## src/rtl/mesm6_bus_arbiter_pkg.sv

```systemverilog
// mesm6_bus_arbiter_pkg: shared MESM-6 defines for the bus arbiter (widths, states, timeout default).
package mesm6_bus_arbiter_pkg;
  localparam int ADDR_W = 15;
  localparam int WORD_W = 48;
  localparam int ARB_TIMEOUT_DEFAULT = 256;
  typedef enum logic [1:0] {IDLE, BUSY_IF, BUSY_D} arb_state_t;
endpackage

```

## src/rtl/mesm6_bus_arbiter_if.sv

```systemverilog
// mesm6_bus_arbiter_if: fetch port, data port and shared memory bus; master = arbiter view.
interface mesm6_bus_arbiter_if;
  import mesm6_bus_arbiter_pkg::*;
  logic [ADDR_W-1:0] if_addr;
  logic              if_read;
  logic [WORD_W-1:0] if_rdata;
  logic              if_done;
  logic [ADDR_W-1:0] d_addr;
  logic              d_read;
  logic              d_write;
  logic [WORD_W-1:0] d_wdata;
  logic [WORD_W-1:0] d_rdata;
  logic              d_done;
  logic [ADDR_W-1:0] bus_addr;
  logic              bus_read;
  logic              bus_write;
  logic [WORD_W-1:0] bus_wdata;
  logic [WORD_W-1:0] bus_rdata;
  logic              bus_done;
  logic              bus_err;
  logic              bus_owner;
  modport master (
    input  if_addr, if_read, d_addr, d_read, d_write, d_wdata, bus_rdata, bus_done,
    output if_rdata, if_done, d_rdata, d_done, bus_addr, bus_read, bus_write, bus_wdata,
           bus_err, bus_owner
  );
  modport slave (
    output if_addr, if_read, d_addr, d_read, d_write, d_wdata, bus_rdata, bus_done,
    input  if_rdata, if_done, d_rdata, d_done, bus_addr, bus_read, bus_write, bus_wdata,
           bus_err, bus_owner
  );
endinterface

```

## src/rtl/mesm6_arb_timeout.sv

```systemverilog
// mesm6_arb_timeout: per-transaction cycle counter; expired flags the last allowed busy cycle.
module mesm6_arb_timeout
  import mesm6_bus_arbiter_pkg::*;
#(
  parameter int CYCLES = ARB_TIMEOUT_DEFAULT
) (
  input  logic clk,
  input  logic reset_n,
  input  logic clear,
  input  logic run,
  output logic expired
);
  logic [15:0] cnt;
  always_ff @(posedge clk or negedge reset_n)
    if (!reset_n) cnt <= '0;
    else if (clear) cnt <= '0;
    else if (run) cnt <= cnt + 16'd1;
  assign expired = run && cnt == 16'(CYCLES - 1);
endmodule

```

## src/rtl/mesm6_bus_arbiter.sv

```systemverilog
// mesm6_bus_arbiter: round-robin arbiter of fetch and data ports onto one memory bus.
// Optional transaction timeout abort enabled by defining MESM6_ARB_TIMEOUT_EN.
module mesm6_bus_arbiter
  import mesm6_bus_arbiter_pkg::*;
#(
  parameter int TIMEOUT_CYCLES = ARB_TIMEOUT_DEFAULT
) (
  input logic clk,
  input logic reset_n,
  mesm6_bus_arbiter_if.master ifc
);
  arb_state_t state;
  logic d_req, grant_if, grant_d, busy, expired, finish;
  assign d_req    = ifc.d_read || ifc.d_write;
  // bus_owner doubles as the last-served flag: fetch wins unless it was served last
  assign grant_if = state == IDLE && ifc.if_read && (!d_req || ifc.bus_owner);
  assign grant_d  = state == IDLE && d_req && !grant_if;
  assign busy     = state != IDLE;
  assign finish   = busy && (ifc.bus_done || expired);
  assign ifc.if_done  = finish && state == BUSY_IF;
  assign ifc.d_done   = finish && state == BUSY_D;
  assign ifc.if_rdata = (state == BUSY_IF && ifc.bus_done) ? ifc.bus_rdata : '0;
  assign ifc.d_rdata  = (state == BUSY_D && ifc.bus_done) ? ifc.bus_rdata : '0;
`ifdef MESM6_ARB_TIMEOUT_EN
  mesm6_arb_timeout #(.CYCLES(TIMEOUT_CYCLES)) u_timeout (
    .clk(clk), .reset_n(reset_n), .clear(grant_if || grant_d), .run(busy), .expired(expired)
  );
  assign ifc.bus_err = expired && !ifc.bus_done;
`else
  localparam int unused_timeout = TIMEOUT_CYCLES;
  assign expired     = 1'b0;
  assign ifc.bus_err = 1'b0;
`endif
  always_ff @(posedge clk or negedge reset_n)
    if (!reset_n) begin
      state         <= IDLE;
      ifc.bus_read  <= 1'b0;
      ifc.bus_write <= 1'b0;
      ifc.bus_addr  <= '0;
      ifc.bus_wdata <= '0;
      ifc.bus_owner <= 1'b1;
    end else if (grant_if || grant_d) begin
      state         <= grant_if ? BUSY_IF : BUSY_D;
      ifc.bus_owner <= grant_d;
      ifc.bus_addr  <= grant_if ? ifc.if_addr : ifc.d_addr;
      ifc.bus_wdata <= grant_d ? ifc.d_wdata : '0;
      ifc.bus_read  <= grant_if || !ifc.d_write;
      ifc.bus_write <= grant_d && ifc.d_write;
    end else if (finish) begin
      state         <= IDLE;
      ifc.bus_read  <= 1'b0;
      ifc.bus_write <= 1'b0;
    end
endmodule
```

## src/flat_wrapper.sv

```systemverilog
// flat-port wrapper written by rule: the top's interface ports become plain ports
module mesm6_bus_arbiter_flat import mesm6_bus_arbiter_pkg::*;
#(
  parameter int TIMEOUT_CYCLES = ARB_TIMEOUT_DEFAULT
)
  (clk, reset_n, ifc_if_addr, ifc_if_read, ifc_d_addr, ifc_d_read, ifc_d_write, ifc_d_wdata, ifc_bus_rdata, ifc_bus_done, ifc_if_rdata, ifc_if_done, ifc_d_rdata, ifc_d_done, ifc_bus_addr, ifc_bus_read, ifc_bus_write, ifc_bus_wdata, ifc_bus_err, ifc_bus_owner);
  mesm6_bus_arbiter_if ifc_i ();
  input logic clk;
  input logic reset_n;
  input wire logic [$bits(ifc_i.if_addr)-1:0] ifc_if_addr;
  input wire logic [$bits(ifc_i.if_read)-1:0] ifc_if_read;
  input wire logic [$bits(ifc_i.d_addr)-1:0] ifc_d_addr;
  input wire logic [$bits(ifc_i.d_read)-1:0] ifc_d_read;
  input wire logic [$bits(ifc_i.d_write)-1:0] ifc_d_write;
  input wire logic [$bits(ifc_i.d_wdata)-1:0] ifc_d_wdata;
  input wire logic [$bits(ifc_i.bus_rdata)-1:0] ifc_bus_rdata;
  input wire logic [$bits(ifc_i.bus_done)-1:0] ifc_bus_done;
  output wire logic [$bits(ifc_i.if_rdata)-1:0] ifc_if_rdata;
  output wire logic [$bits(ifc_i.if_done)-1:0] ifc_if_done;
  output wire logic [$bits(ifc_i.d_rdata)-1:0] ifc_d_rdata;
  output wire logic [$bits(ifc_i.d_done)-1:0] ifc_d_done;
  output wire logic [$bits(ifc_i.bus_addr)-1:0] ifc_bus_addr;
  output wire logic [$bits(ifc_i.bus_read)-1:0] ifc_bus_read;
  output wire logic [$bits(ifc_i.bus_write)-1:0] ifc_bus_write;
  output wire logic [$bits(ifc_i.bus_wdata)-1:0] ifc_bus_wdata;
  output wire logic [$bits(ifc_i.bus_err)-1:0] ifc_bus_err;
  output wire logic [$bits(ifc_i.bus_owner)-1:0] ifc_bus_owner;
  assign ifc_i.if_addr = ifc_if_addr;
  assign ifc_i.if_read = ifc_if_read;
  assign ifc_i.d_addr = ifc_d_addr;
  assign ifc_i.d_read = ifc_d_read;
  assign ifc_i.d_write = ifc_d_write;
  assign ifc_i.d_wdata = ifc_d_wdata;
  assign ifc_i.bus_rdata = ifc_bus_rdata;
  assign ifc_i.bus_done = ifc_bus_done;
  assign ifc_if_rdata = ifc_i.if_rdata;
  assign ifc_if_done = ifc_i.if_done;
  assign ifc_d_rdata = ifc_i.d_rdata;
  assign ifc_d_done = ifc_i.d_done;
  assign ifc_bus_addr = ifc_i.bus_addr;
  assign ifc_bus_read = ifc_i.bus_read;
  assign ifc_bus_write = ifc_i.bus_write;
  assign ifc_bus_wdata = ifc_i.bus_wdata;
  assign ifc_bus_err = ifc_i.bus_err;
  assign ifc_bus_owner = ifc_i.bus_owner;
  mesm6_bus_arbiter #(.TIMEOUT_CYCLES(TIMEOUT_CYCLES)) u_core (.clk(clk), .reset_n(reset_n), .ifc(ifc_i));
endmodule
```

## config.mk

```make
export PLATFORM = sky130hd
export DESIGN_NAME = mesm6_bus_arbiter_flat
export DESIGN_NICKNAME = d
export VERILOG_FILES = /design/src/rtl/mesm6_bus_arbiter_pkg.sv /design/src/rtl/mesm6_bus_arbiter_if.sv /design/src/rtl/mesm6_arb_timeout.sv /design/src/rtl/mesm6_bus_arbiter.sv /design/src/flat_wrapper.sv
export SDC_FILE = /design/constraint.sdc
export NUM_CORES = 1
export LEC_CHECK = 0
export ABC_AREA = 0
export CAP_MARGIN = 20
export CORE_AREA = 2 2 115 117
export DETAILED_ROUTE_END_ITERATION = 16
export DIE_AREA = 0 0 117 119
export PLACE_DENSITY = 0.71
export SYNTH_ARGS = -nofsm -noshare
export SYNTH_HDL_FRONTEND = slang
export SYNTH_SLANG_ARGS = --single-unit
```

## constraint.sdc

```tcl
create_clock -name clk -period 1.8 [get_ports clk]
set_clock_uncertainty 0.1 [all_clocks]
set_input_delay 0.27 -clock clk [delete_from_list [all_inputs] [get_ports clk]]
set_output_delay 0.27 -clock clk [all_outputs]
set_load 0.1 [all_outputs]
```

# Word-level counts from Yosys, hierarchy flattened
# Cells that the tools add are included.
[classes] n_eq_ne=2 muxes=10 n_reduce_logical=20
[ops] operator="48-bit 2-to-1 mux" count=3
[ops] operator="15-bit 2-to-1 mux" count=1
[ops] operator="1-bit logical AND" count=10
[ops] operator="2-bit 2-to-1 mux" count=3
[ops] operator="1-bit logical OR" count=4
[ops] operator="2-bit nonzero test" count=2
[ops] operator="1-bit logical NOT" count=3
[ops] operator="1-bit 2-to-1 mux" count=3
[ops] operator="2-bit by 1-bit == test with 1-bit output (second input constant)" count=1
[ops] operator="2-bit == test (second input constant)" count=1
[ops] operator="2-bit logical NOT" count=1
[word_totals] ff_bits=68 inputBits=132 out_inout_bits=165

# Logic depth before layout (Yosys ltp)
[logic_depth] depth_word=8 mapped_depth=5

# Worst setup path before layout
# OpenSTA, ideal clock, no wires.
[synth_path] path_kind="reg-to-output" start="register u_core.state[0]" end="output port ifc_d_rdata[38]" arrival_time_ns=2.521 required_ns=1.430 path_slack_ns=-1.091 path_stages_with_launch=4 path_buffers=1 cell_sequence="dfrtp_1 > nor3b_2 > clkbuf_1 > and2_1"
[synth_via] elab_chain_len=3
[synth_rtl] element="from (decl)" line_no="mesm6_bus_arbiter.sv:12" source="arb_state_t state;"
[synth_rtl] element="from (signal assigned)" line_no="mesm6_bus_arbiter.sv:43" source="state <= grant_if ? BUSY_IF : BUSY_D;"
[synth_rtl] element="2-bit == test" line_no="mesm6_bus_arbiter.sv:23" source="assign ifc.d_rdata = (state == BUSY_D && ifc.bus_done) ? ifc.bus_rdata : '0;"
[synth_rtl] element="1-bit logical AND" line_no="mesm6_bus_arbiter.sv:23"
[synth_rtl] element="48-bit 2-to-1 mux" line_no="mesm6_bus_arbiter.sv:23"
[synth_rtl] element="to (decl)" line_no="flat_wrapper.sv:20" source="output wire logic [$bits(ifc_i.d_rdata)-1:0] ifc_d_rdata;"
# No other way between the ends.

# Final worst setup path
[layout_path] start="register u_core.state[1]" end="output port ifc_if_rdata[1]"
[layout_via] elab_chain_len=3
[layout_rtl] element="2-bit by 1-bit == test with 1-bit output" line_no="mesm6_bus_arbiter.sv:22" source="assign ifc.if_rdata = (state == BUSY_IF && ifc.bus_done) ? ifc.bus_rdata : '0;"
[layout_rtl] element="1-bit logical AND" line_no="mesm6_bus_arbiter.sv:22"
[layout_rtl] element="48-bit 2-to-1 mux" line_no="mesm6_bus_arbiter.sv:22"
[layout_rtl] element="to (decl)" line_no="flat_wrapper.sv:18" source="output wire logic [$bits(ifc_i.if_rdata)-1:0] ifc_if_rdata;"
# No other way between the ends.

==> summary.md <==
| Metric | Value |
|---|---|
| Clock buffer depth | `2` |
| Router iterations before antenna repair | `4` |
| Commonest non-fill, non-tap cell in the layout | `buf_12` |
| Largest net degree at the start of global routing | `69` |
| Initial DRC Count | `206` |
| Total track usage | `0.222` |
| CTS tree | `built` |
| Final Instance Area | `9560 um^2` |
| Clock Sinks | `68` |
| Initial Util | `0.260` |
| Final Hold Vio Count | `0` |
| Crit path cell chain | `buf_6 -> nor2_4 -> buf_8 -> clkbuf_16 -> and2_4 -> buf_12` |
| Die height | `119 um` |
| Failing checks | `setup timing` |
| Synthesized area | `3350 um^2` |
| RSZ-0062 raised after global routing | `true` |
| Via Count | `3,748` |
| Sequential fraction of the synthesis area | `0.508` |
| Root buffer cell | `clkbuf_16` |
| Main synth FF type | `dfrtp_1` |
| Design Power | `20.5 mW` |
| Yosys cell types | `27` |
| Syn nets | `425` |
| Most frequent cells in the layout | `175 x buf_12, 129 x clkdlybuf4s50_1, 87 x and2_4` |
| Met3 routed WL | `1000 um` |
| Vias in the first global route | `4,014` |
| Kind of cell adding the most delay to the critical path | `buffers and inverters` |
| Filler cells | `817` |
| Die W | `117 um` |
| Outcome | `complete, but fails checks` |
| First-pass GRT wire length | `23,600 um` |
| Fin. max-slew vios | `0` |
| Critical-path maximum fanout | `6` |
| Met1 WL | `6960 um` |
| Synth async-reset ratio | `1.00` |
| Part of the cycle the worst path needs | `1.15` |
| Reg-to-reg slack, setup | `-0.14 ns` |
| Pwr/cell area | `2150 nW/um^2` |
| Routed Antenna Nets | `0` |
| GP Congestion | `0.862` |
| DP Area | `8380 um^2` |
| Slowest CP cell | `dfrtp_2` |
| CTS HTree Levels | `3` |
| Setup-failing EPs final | `162` |
| Antenna cells | `0` |
| Via density | `4.66` |
| EDFF count, synth | `0` |
| CP required | `1.43 ns` |
| Slew headroom | `0.561` |
| Crit path buf inv count | `4` |
| Final setup margin | `-0.273 ns` |
| Drt total wl | `17,600 um` |
| Area growth syn-to-layout | `185%` |
| Leak Pwr | `4.14 nW` |
| Crit end category | `output pin` |
| Synthesized instance count | `293` |
| Hold Crit Class | `in2async` |
| Clk pin slew, worst setup/hold paths | `0.06 ns` |
| Fmax | `482 MHz` |
| DP HPWL | `11,500 um` |
| Initial antenna violation count | `0` |
| Worst r2r path cells | `8` |
| Syn Area/Cell | `11.4 um^2` |
| PortBufs | `295` |
| Crit-path max cell delay | `0.43 ns` |
| Site Rows | `42` |
| Yosys reg bits | `68` |
| Fraction of layout cells with a size suffix above 1 | `0.561` |
| I/O pin count | `297` |
| Period minus WS final | `2.07 ns` |
| DRC Markers | `0` |
| WL met2 | `9330 um` |
| R2r endpoint | `u_core.ifc.bus_addr[8]$_DFFE_PN0P_` |
| Num CTS Buffers | `9` |
| Yosys warns | `0` |
| CORE AREA | `12,900 um^2` |
| Launching point of the worst reg2reg path | `u_core.state[0]$_DFFE_PN0P_` |
| Die area | `13,900 um^2` |
| Max_cap viols | `0` |
| Crit path DAT | `1.70 ns` |
| Worst Tran Pin Value | `0.658 ns` |
| Hold Slack | `0.403 ns` |
| Clk_lat worst skew | `0.32 ns` |
| Drt wl/cell | `21.9 um` |
| Grt ovf | `0` |
| CP Launch Type | `flop` |
| Setup CP Type | `reg2out` |
| Top sig layer | `met4` |
| Maximum vdd drop | `1.56 mV` |
| Final #Nets | `757` |
==> worst max-delay path by stage <==
stage | from | end | slack, ns | cells after the start
after floorplan | u_core.state[0]$_DFFE_PN0P_ | ifc_d_rdata[38] | -0.03 | 3
after global placement | ifc_bus_done | ifc_d_rdata[7] | -0.23 | 6
after detailed placement | ifc_bus_done | ifc_d_rdata[8] | -0.28 | 6
after CTS | u_core.state[0]$_DFFE_PN0P_ | ifc_d_rdata[18] | -0.22 | 5
after global routing | u_core.state[0]$_DFFE_PN0P_ | ifc_if_rdata[1] | -0.31 | 7
final | u_core.state[1]$_DFFE_PN0P_ | ifc_if_rdata[1] | -0.27 | 6
==> state kept, by name, summed over array words and instances, names as in the netlist <==
signal	cells
u_core.ifc.bus_wdata	48
u_core.ifc.bus_addr	15
u_core.ifc.bus_read	1
u_core.ifc.bus_write	1
u_core.ifc.bus_owner	1
u_core.state	2
==> Yosys cell counts (2+ instances only) <==
| cell | n | area share |
|---|---|---|
| nand2_1 | 2 | 0.0022 |
| nor3b_2 | 10 | 0.037 |
| nor2_1 | 5 | 0.0056 |
| a221o_1 | 15 | 0.045 |
| dfrtp_1 | 67 | 0.50 |
| a22o_1 | 48 | 0.13 |
| nor3b_1 | 6 | 0.013 |
| buf_2 | 5 | 0.0075 |
| clkbuf_1 | 13 | 0.015 |
| and2_1 | 96 | 0.18 |
| buf_4 | 3 | 0.0067 |
| buf_6 | 6 | 0.020 |
| a21o_1 | 3 | 0.0067 |
==> stage by stage <==
step            util  setup TNS, ns  std cells  setup slack, ns
2_1_floorplan      -         -0.302        293          -0.0335
3_3_place_gp   0.651         -17.38        750           -0.231
3_5_place_dp   0.651         -21.60        750           -0.278
4_1_cts        0.698         -18.97        779           -0.215
5_1_grt        0.742         -35.06        805           -0.315
6_report       0.742         -27.23        805           -0.273
==> final cells by class <==
| cell class | count | area, um^2 | area share |
|---|---|---|---|
| Inverter | 1 | 3.75 | 0.000393 |
| Clock buffer | 10 | 229 | 0.0240 |
| Timing Repair Buffer | 349 | 5570 | 0.583 |
| Clock inverter | 5 | 53.8 | 0.00563 |
| Sequential cell | 68 | 1710 | 0.179 |
| Tap cell | 176 | 220 | 0.0230 |
| Multi-Input combinational cell | 196 | 1770 | 0.185 |
==> kinds of logic (layout without fill, tap and decap cells) <==
family / Yosys count / after routing / synth area share
and+or+nand+nor: 124 / 124 / 0.247
other: 1 / 1 / 0.00112
AOI/OAI and AO/OA: 71 / 71 / 0.192
DFF: 68 / 68 / 0.508
buffers and inverters: 29 / 365 / 0.0515
==> layer usage <==
layer  GRT usage  vias to the layer above
li1            -                     1709
met1       0.265                     1869
met2       0.399                      148
met3      0.0483                       22
met4      0.0559                        0
met5           0                        -
==> worst min-delay path: cells and delay by family <==
| family | cells | cell delay, ns |
|---|---|---|
| buffers and inverters | 3 | 0.95 |
==> report_power, final <==
part	switching, mW	internal, mW
sequential	0.765	2.22
clock	0.634	1.06
combinational	9.47	6.37
==> what timing repair did <==
action / in CTS / in global routing
endpoints found under the setup margin: 98 / 165
gates resized for setup: 66 / 23
hold buffers: 1 / 0
hold endpoints to repair: 67 / 0
pin swaps: 36 / 49
cloned: 6 / 19
setup buffers: 7 / 7
(Power assumes the default switching activity.)
==> edit: new RTL, config.mk and constraints unchanged <==
Set the package constant `WORD_W` to 24 (it was 48).
--- a/src/rtl/mesm6_bus_arbiter_pkg.sv
+++ b/src/rtl/mesm6_bus_arbiter_pkg.sv
@@ -2,5 +2,5 @@
 package mesm6_bus_arbiter_pkg;
   localparam int ADDR_W = 15;
-  localparam int WORD_W = 48;
+  localparam int WORD_W = 24;
   localparam int ARB_TIMEOUT_DEFAULT = 256;
   typedef enum logic [1:0] {IDLE, BUSY_IF, BUSY_D} arb_state_t;
Ports: changed (5 resized); port bits go from 297 to 177. The function was not compared with the original's and may differ.
==> edit against the original RTL <==
- the flow still finishes with violations (setup timing)
- critical path depth decreased by 1
- final cell count decreased by 31%
- via count decreased by 39%
- sequential share of layout area increased by 2.2 points
- setup slack improved by 140 ps
- sequential cell count decreased by 24
- wire length decreased by 52%
- largest cell class unchanged
- highest routed layer unchanged
- synthesized area decreased by 37%
- design area decreased by 42%
- non-clock buffer count decreased by 144
Power is left out: the tool's default activity adds up to more than one toggle a clock period on the data nets, which glitch-free logic cannot reach.
==> edit: results (changes against the original RTL) <==
| Metric | Value |
|---|---|
| Status | `finished, violations left (unchanged)` |
| Violated checks | `setup timing (unchanged)` |
| Synth area leaders | `dfrtp_1, and2_1, a22o_1, a221o_1, a21boi_0 (was dfrtp_1, and2_1, a22o_1, a221o_1, nor3b_2)` |
| Via count | `2,291 (was 3,748)` |
| Commonest cells in the netlist | `and2_1, dfrtp_1, a22o_1, a21boi_0, a221o_1 (was and2_1, dfrtp_1, a22o_1, a221o_1, clkbuf_1)` |
| Synth cell types | `23 (was 27)` |
| Initial DRC count | `75 (was 206)` |
| M1 WL | `2980 µm (was 6960 µm)` |
| Syn Nets | `270 (was 425)` |
| RD Place Congestion | `0.755 (was 0.862)` |
| Fillers | `1,149 (was 817)` |
| Largest net degree at the start of global routing | `31 (was 69)` |
| Worst Path Max Fanout | `7 (was 6)` |
| Placed cell area | `5220 µm² (was 8380 µm²)` |
| Wirelength per Cell | `15.1 µm (was 21.9 µm)` |
| Routed wl met2 | `4230 µm (was 9330 µm)` |
| Final WS setup | `-129 ps (was -273 ps)` |
| Number of global-route vias before repair | `2,373 (was 4,014)` |
| GRT Overall Usage | `11.3% (was 22.2%)` |
| CP arrival | `1560 ps (was 1700 ps)` |
| Register area | `1110 µm² (was 1710 µm²)` |
| Final setup viols | `49 (was 162)` |
| Port buffer count | `175 (was 295)` |
| CTS Buf Count | `5 (was 9)` |
| Global-route wire length before repair | `12,500 µm (was 23,600 µm)` |
| Final nets | `465 (was 757)` |
| Seq/Total Area, Yosys | `52.4% (was 50.8%)` |
[edit: what timing repair did]
action / in CTS / in global routing
hold buffers: 1 / 0
setup buffers: 4 / 3
setup endpoints to repair: 50 / 63
pin swaps: 4 / 12
gates cloned: 1 / 4
endpoints found under the hold margin: 13 / 0
gates resized for setup: 14 / 11
[edit: area by class of cell]
cell class | count | area share [%]
flip-flops and latches | 44 | 20.1
inverters | 1 | 0.0679
multi-input cells | 124 | 18.7
clock inverters | 3 | 0.838
repair buffers | 205 | 54.1
clock buffers | 5 | 2.26
well taps | 176 | 3.98
[edit: worst reg2reg max path: cells and delay by family (launching register included)]
kind            cells  cell delay (ps)
buf+inv             3              550
simple gates        1              190
compound gates      2              370
flops               1              440
[edit: cell families (layout without fill, tap and decap cells)]
logic type	count (synthesis)	in the layout	share of synthesized area (%)
AND/OR/NAND/NOR	60	60	17.1
AO/OA/AOI/OAI	63	63	26.0
buffers and inverters	18	214	4.29
other	1	1	0.178
flip-flops	44	44	52.4
[edit: stage by stage]
step                      setup TNS, ps  instances  hold slack, ps  setup WS (ps)
after floorplan                   -2900        186            -126           -182
after global placement            -7040        539             106           -166
after detailed placement          -8920        539             114           -207
after CTS                         -2420        553             357           -108
after global routing              -6490        558             384           -176
final                             -3730        558             361           -129
[edit: path summary, 6_finish.rpt]
path	from	to	slack [ps]	cells after the start
setup / recovery	u_core.state[0]$_DFFE_PN0P_	ifc_d_rdata[15]	-130	5
hold / removal	reset_n	u_core.ifc.bus_read$_DFFE_PN0P_	360	2
setup reg to reg	u_core.state[1]$_DFFE_PN0P_	u_core.ifc.bus_addr[1]$_DFFE_PN0P_	100	6
hold reg to reg	u_core.ifc.bus_wdata[19]$_DFFE_PN0P_	u_core.ifc.bus_wdata[19]$_DFFE_PN0P_	470	1
max in group asynchronous	reset_n	u_core.ifc.bus_wdata[16]$_DFFE_PN0P_	750	3
min in group clk	ifc_bus_done	u_core.state[1]$_DFFE_PN0P_	470	4
[edit: metal layers]
layer	track usage (%)	up-vias
met5	0	-
met4	2.57	0
met3	4.78	10
met2	19.5	139
met1	12.9	1084
li1	-	1058
